$ cat src/rtl/pwm_center_aligned_dt_nch.sv
// N-channel center-aligned PWM: up/down carrier, valley-shadowed duty, per-channel dead time, enable and fault kill.
// Optional: define PWM_FAULT_LATCH_EN to make fault sticky and add the fault_latched output.
module pwm_center_aligned_dt_nch #(
    parameter int unsigned N_CH       = 3,
    parameter int unsigned W          = 16,
    parameter int unsigned DT_W       = 8,
    parameter int unsigned DT         = 35,
    parameter logic [W-1:0] PERIOD_RST = W'(1000)
) (
    input  logic              clk,
    input  logic              reset,
    input  logic              enable,
    input  logic [W-1:0]      period,
    input  logic [N_CH*W-1:0] duty,
    input  logic              load,
    input  logic              fault,
    output logic [N_CH-1:0]   out_p,
    output logic [N_CH-1:0]   out_n,
    output logic [W-1:0]      carrier,
    output logic              carrier_up,
    output logic              sync
`ifdef PWM_FAULT_LATCH_EN
    ,
    output logic              fault_latched
`endif
);

    localparam logic [W-1:0]    PERIOD_MIN = W'(2);
    localparam logic [DT_W-1:0] DT_LOAD    = DT_W'(DT);
    localparam bit              HAS_DT     = (DT != 0);

    typedef enum logic [1:0] {DEAD, P_ON, N_ON} deadState_t;

    logic [W-1:0]      periodReg;
    logic [N_CH*W-1:0] pendDuty;
    logic [N_CH*W-1:0] actDuty;
    logic              pendValid;
    logic              valley;
    logic              killOut;
    logic [N_CH-1:0]   raw;
    logic [N_CH-1:0]   pReg;
    logic [N_CH-1:0]   nReg;

    // sync is registered one cycle ahead so it is high exactly while the carrier sits at the valley
    assign valley = sync & enable;

    // Triangle carrier: 0,1..P,P-1..1 then back to 0
    always_ff @(posedge clk or posedge reset) begin
        if (reset) begin
            carrier    <= '0;
            carrier_up <= 1'b1;
            sync       <= 1'b0;
            periodReg  <= PERIOD_RST;
        end else if (!enable) begin
            carrier    <= '0;
            carrier_up <= 1'b1;
            sync       <= 1'b0;
        end else begin
            sync <= !carrier_up && (carrier == W'(1));
            if (valley) begin
                periodReg <= (period < PERIOD_MIN) ? PERIOD_MIN : period;
            end
            if (carrier_up) begin
                if (carrier >= periodReg) begin
                    carrier    <= carrier - W'(1);
                    carrier_up <= 1'b0;
                end else begin
                    carrier <= carrier + W'(1);
                end
            end else if (carrier <= W'(1)) begin
                carrier    <= '0;
                carrier_up <= 1'b1;
            end else begin
                carrier <= carrier - W'(1);
            end
        end
    end

    // Duty shadow: load fills pending, valley moves pending to active; load wins over the valley clear
    always_ff @(posedge clk or posedge reset) begin
        if (reset) begin
            pendDuty  <= '0;
            actDuty   <= '0;
            pendValid <= 1'b0;
        end else begin
            if (valley && pendValid) begin
                actDuty <= pendDuty;
            end
            if (load) begin
                pendDuty  <= duty;
                pendValid <= 1'b1;
            end else if (valley) begin
                pendValid <= 1'b0;
            end
        end
    end

    always_comb begin
        raw = '0;
        for (int k = 0; k < int'(N_CH); k++) begin
            raw[k] = actDuty[k*W +: W] > carrier;
        end
    end

    for (genvar k = 0; k < int'(N_CH); k++) begin : gCh
        deadState_t      state;
        logic [DT_W-1:0] deadCnt;
        logic            prevRaw;
        logic            pOn;
        logic            nOn;

        // Dead-time FSM: any edge of raw restarts the both-off window
        always_ff @(posedge clk or posedge reset) begin
            if (reset) begin
                state   <= DEAD;
                deadCnt <= DT_LOAD;
                prevRaw <= 1'b0;
                pOn     <= 1'b0;
                nOn     <= 1'b0;
            end else begin
                prevRaw <= raw[k];
                if (!enable) begin
                    state   <= DEAD;
                    deadCnt <= DT_LOAD;
                    pOn     <= 1'b0;
                    nOn     <= 1'b0;
                end else if ((raw[k] != prevRaw) && HAS_DT) begin
                    state   <= DEAD;
                    deadCnt <= DT_LOAD;
                    pOn     <= 1'b0;
                    nOn     <= 1'b0;
                end else if ((raw[k] != prevRaw) || ((state == DEAD) && (deadCnt <= DT_W'(1)))) begin
                    state   <= raw[k] ? P_ON : N_ON;
                    deadCnt <= '0;
                    pOn     <= raw[k];
                    nOn     <= !raw[k];
                end else if (state == DEAD) begin
                    deadCnt <= deadCnt - DT_W'(1);
                end
            end
        end

        assign pReg[k] = pOn;
        assign nReg[k] = nOn;
    end

`ifdef PWM_FAULT_LATCH_EN
    // Sticky fault: cleared by reset or a disabled cycle with fault released
    always_ff @(posedge clk or posedge reset) begin
        if (reset) begin
            fault_latched <= 1'b0;
        end else if (fault) begin
            fault_latched <= 1'b1;
        end else if (!enable) begin
            fault_latched <= 1'b0;
        end
    end
    assign killOut = fault | fault_latched;
`else
    assign killOut = fault;
`endif

    // Fault must kill the gates in the same cycle, so it bypasses the output registers
    assign out_p = pReg & {N_CH{!killOut}};
    assign out_n = nReg & {N_CH{!killOut}};

endmodule

$ cat config.mk
export PLATFORM = sky130hd
export DESIGN_NAME = pwm_center_aligned_dt_nch
export DESIGN_NICKNAME = d
export VERILOG_FILES = /design/src/rtl/pwm_center_aligned_dt_nch.sv
export SDC_FILE = /design/constraint.sdc
export NUM_CORES = 1
export LEC_CHECK = 0
export ABC_CLOCK_PERIOD_IN_PS = 16300
export CORE_ASPECT_RATIO = 2
export CORE_MARGIN = 10
export CORE_UTILIZATION = 42
export DETAILED_ROUTE_END_ITERATION = 8
export GPL_TIMING_DRIVEN = 0
export PLACE_DENSITY_LB_ADDON = 0.2
export SLEW_MARGIN = 0
export SYNTH_ARGS = -nofsm -noshare
export SYNTH_HDL_FRONTEND = slang
export SYNTH_SLANG_ARGS = --single-unit
$ cat constraint.sdc
create_clock -name clk -period 16.3 [get_ports clk]
set_input_delay 3.26 -clock clk [delete_from_list [all_inputs] [get_ports clk]]
set_output_delay 3.26 -clock clk [all_outputs]
set_load 0.03 [all_outputs]
# After elaboration in Yosys (flattened, before gate mapping)
# Cells that the tools add are included.
[totals]
input_bits = 69
register_bits = 170
wordCells = 121
out_inout_bits = 24
[op_classes]
reduce_logical = 18
order_cmp = 9
eq_ne = 10
add_sub_neg = 5
muxes = 54
bitwise_logic = 3
[ops]
columns = ["cell", "count"]
rows = [
  ["$mux W8", 12],
  ["$mux W16", 5],
  ["$gt A16 B16 Y1", 3],
  ["$mux W1", 25],
  ["$le A8 B1 Y1 const B", 3],
  ["$mux W2", 12],
  ["$sub A8 B1 Y8 const B", 3],
  ["$add A16 B1 Y16 const B", 1],
  ["$eq A16 B1 Y1 const B", 1],
  ["$ge A16 B16 Y1", 1],
  ["$le A16 B1 Y1 const B", 1],
  ["$lt A16 B2 Y1 const B", 1],
  ["$sub A16 B1 Y16 const B", 1],
  ["$ne A4 B1 Y1 const B", 3],
  ["$ne A3 B1 Y1 const B", 3],
  ["$and A3 B3 Y3", 2],
  ["$logic_not A2 Y1", 3],
  ["$logic_and A1 B1 Y1", 5],
  ["$logic_not A1 Y1", 5],
  ["$logic_or A1 B1 Y1", 3],
  ["$ne A1 B1 Y1", 3],
  ["$reduce_and A2 Y1", 1],
  ["$reduce_bool A2 Y1", 1],
  ["$and A1 B1 Y1", 1],
]

# Depth between registers and ports, before layout
[logic_depth]
ltp_word = 6
ltp_mapped = 14
ltp_nobuf = 14

# Worst setup path before layout
# Ideal clock, no wire load.
[synth_path]
path_type = "input to output"
from = "input port fault"
to = "output port out_n[0]"
required_ns = 13.040
t_arrival_ns = 3.692
path_buffers = 0
setup_slack_ns = 9.348
path_stages = 1
path_cell_list = "nor2b_1"
[synth_via]
elab_chain_len = 2
[synth_rtl]
columns = ["item", "line", "rtl"]
rows = [
  ["start, declared", "16", "input logic fault,"],
  ["$logic_not A1 Y1", "165", "assign out_n = nReg & {N_CH{!killOut}};"],
  ["$and A3 B3 Y3", "165", ""],
  ["end, declared", "18", "output logic [N_CH-1:0] out_n,"],
]
# Every way passes these cells.

# Final worst setup path
# Ends and elaborated chain as after synthesis.

==> impl_results.md <==
- Simple-gate share of the synthesized area: roughly 12%
- Vias/cell: 5.29
- WHS Path Cells: 1
- Setup CP Type: input port to primary output
- Total power: 1910 uW
- Post-Synthesis Cell Area: 0.00874 sq mm
- Initial DRT Pass Iterations: 4
- FILL cells: 1878
- Max Cap Violations: 0
- Final slew viol count: 0
- Number of synthesized flops with an enable pin: 0
- Cell Int Power: 1150 uW
- Core region area: 0.0205 sq mm
- Warnings from Yosys: 0
- Sequential power share: between 30 and 40%
- DRC: 0
- Num CTS Buffers: 17
- CP max stage delay: 0.68 ns
- Crit path required time: roughly 13 ns
- Synth top area share: 42.4%
- Sw Ratio: 40.0%
- Die span in y: 224 microns
- Slew at the pin with the worst max-slew slack: 1.25 ns
- Grt total ovfl: 0
- Comb power frac: 48.1%
- Iteration-0 DRC Markers: 290
- WP buf/inv: 2
- H-tree Lvls: 4
- Cell taking the most area after synthesis: dfrtp_1
- Achievable frequency: 127 MHz
- Status: finished, final reports clean
- Yosys reg bits: approximately 160
- Mux share of post-synthesis cell area: roughly 17%
- Reg2Reg Setup Slack: 12.79 ns
- CTS Buffer Depth: 2
- GRT Total Usage: between 10% and 20%
- Initial Util: 42.7%
- Top post-synthesis cells by area: dfrtp_1, mux2_2, ha_1
- Post-DP HPWL: 15900 microns
- CTS hold repair buffers: 0
- I/O Buffers: 91
- Leak: 0.00484 uW
- Crit path capture type: primary output
- Die area: 0.0273 sq mm
- Nets: 1032
- Largest delay contributor family on the critical path: buffers and inverters
- Number of placed instances, taps included: between 1000 and 1500
- Path depth of the worst reg2reg path: 14
- Compound-Gate Fraction of Synth Area: 7.14%
- Post-synthesis net count: 921
- Clock root cell: clkbuf_16
- Largest net degree at the start of global routing: 122
- Vias in the first global route: about 6500
- Worst-path maximum fanout: 6
- CP arrival: around 4.6 ns
- Ys async rst share: between 90% and 100%
- Cell with the most instances after synthesis: dfrtp_1
- # Post-CTS Setup Buffers: 0
- Max VDD drop: 84.9 uV
- Hold Path Origin: pendDuty[0]
- Hold Path Class: register to register
- Hold WS: 0.502 ns
- Antenna violations before repair: 0
- Cells after Synth: 773
- Cts repair resizes: 0
- Pwr Density: 180 mW/mm^2
- RD Place Congestion: 0.837
- Area growth, synth to finish: 21.4%
- WHS Endpoint: actDuty[0]
- Clock slew at reported path FFs: roughly 0.07 ns
- Crit-path cells: clkdlybuf4s50_1, nor2b_1, clkdlybuf4s50_1
- Post-layout util: 51.9%
- Vias: approximately 6100
- Setup TNS: 0 ns
- Largest family of logic cells by synthesized area: multiplexers
- CTS tree: built
- Antenna Cells: 0
- Final min period: 7.86 ns
- RSZ-0062 raised after global routing: no
- CTS sink cnt: about 160
- CP max stage cell: clkdlybuf4s50_1
- Crit path launch type: input port
- Fin crit share: 48.2%
- Fraction of synthesized cell area in xor and xnor cells: 1.40%
- Cell with the most instances on the worst path: clkdlybuf4s50_1
- Adder-cell share of the synthesized area: 11.3%
- Final cell count without fillers: around 1200
- Wire per inst: 17.7 microns
- Post-synthesis sequential area ratio: 47.2%
- Core Rows: 74
- First-pass GRT wire length: approximately 34000 microns
- Layout cells sized above 1: 20.1%
- Final Skew: 0.00708 ns
- Net Sw Power: 766 uW
- Synth unique cells: 51
- Synth Area per Inst: 11.3 sq um
- Clock Latency Late Sink: 0.43 ns
- DRT Wirelength: approximately 21000 microns
- R2R Path End: gCh[0].deadCnt[6]
- Final hold vios: 0
- Most common flop cell mapped by yosys: dfrtp_1
- Rel. slew slack: between 10% and 20%
- Worst R2R Start: carrier[2]
- Post-route ant nets: 0
- Synth cell count leaders: dfrtp_1, mux2_2, ha_1
- Die span in x: around 120 microns
- Clock share of power: 21.3%
- Final setup fails: 0
- Ports: 93
==> power groups by stage <==
stage               registers (uW)  clock network [uW]  logic, uW
global placement               591                   0        913
finish                         585                 408        920
CTS                            587                 419        932
floorplan                      594                   0        659
detailed placement             593                   0        926
global route                   599                 433       1030
==> per-layer routing <==
metal / global-route usage (%) / vias up / share of wire (%)
met5: 0 / - / 0
met4: 6.76 / 0 / 2.4
met3: 3.25 / 29 / 3.7
met2: 29.2 / 106 / 56
met1: 16.2 / 3017 / 38
li1: - / 2995 / -
==> kinds of logic (layout without fill, tap and decap cells) <==
group	after synthesis	in the layout
AND/OR/NAND/NOR	213	213
XOR/XNOR	14	14
buffers and inverters	75	199
AO/OA/AOI/OAI	91	91
adder cells (fa/ha/maj)	79	79
flip-flops	164	164
multiplexers	137	137
==> worst max-delay path by stage <==
stage                     startpoint           end  depth (start not counted)
after floorplan                reset    actDuty[0]                          1
after global placement         reset  pendDuty[23]                          2
after detailed placement       fault      out_n[2]                          3
after CTS                      fault      out_n[2]                          3
after global routing           fault      out_p[2]                          3
final                          fault      out_n[0]                          3
==> per-stage QoR <==
stage                     area (sq um)  setup WS [ns]
final                            10600           8.44
after global routing             10600           8.32
after CTS                        10600           8.41
after detailed placement         10000           8.42
after global placement            9990           6.29
after floorplan                   8740           8.63
==> area by class of cell <==
cell class,count,area (sq um),share of cell area (%)
Multi-Input combinational cell,534,4310,40.6
Clock inverter,15,169,1.59
Tap cell,266,333,3.13
Timing Repair Buffer,92,938,8.84
Sequential cell,164,4120,38.8
Inverter,51,199,1.87
Buffer,24,115,1.08
Clock buffer,17,425,4.01
==> worst register-to-register path: cells and delay by family, from the launching register on <==
family / cells / cell delay, ns
AND/OR/NAND/NOR: 3 / 0.35
flip-flops: 1 / 0.41
AO/OA/AOI/OAI: 6 / 1.27
adder cells (fa/ha/maj): 2 / 0.66
XOR/XNOR: 1 / 0.15
buffers and inverters: 2 / 0.54
==> flip-flops by register name (all words and copies together), names as in the netlist, 3 cells and up <==
| signal | flops |
|---|---|
| periodReg | 16 |
| actDuty | 48 |
| gCh.prevRaw | 3 |
| carrier | 16 |
| gCh.deadCnt | 24 |
| pendDuty | 48 |
| gCh.state | 5 |
==> cells in the final DEF, fill, tap and decap left out, types with 13 or more instances in the layout <==
| master | synthesis | routed |
|---|---|---|
| a21oi_1 | 21 | 21 |
| clkbuf_1 | 13 | 13 |
| clkbuf_16 | 0 | 17 |
| clkdlybuf4s50_1 | 0 | 91 |
| dfrtp_1 | 148 | 148 |
| dfstp_2 | 16 | 16 |
| ha_1 | 79 | 79 |
| inv_1 | 51 | 50 |
| mux2_2 | 121 | 121 |
| mux2i_1 | 16 | 16 |
| nand2_1 | 32 | 32 |
| nand3_1 | 14 | 14 |
| nand4_1 | 13 | 13 |
| nor2_1 | 67 | 67 |
| nor2b_1 | 17 | 17 |
| nor3_1 | 27 | 27 |
| nor4_1 | 14 | 14 |
| o21ai_0 | 14 | 14 |
(Power assumes the default switching activity.)
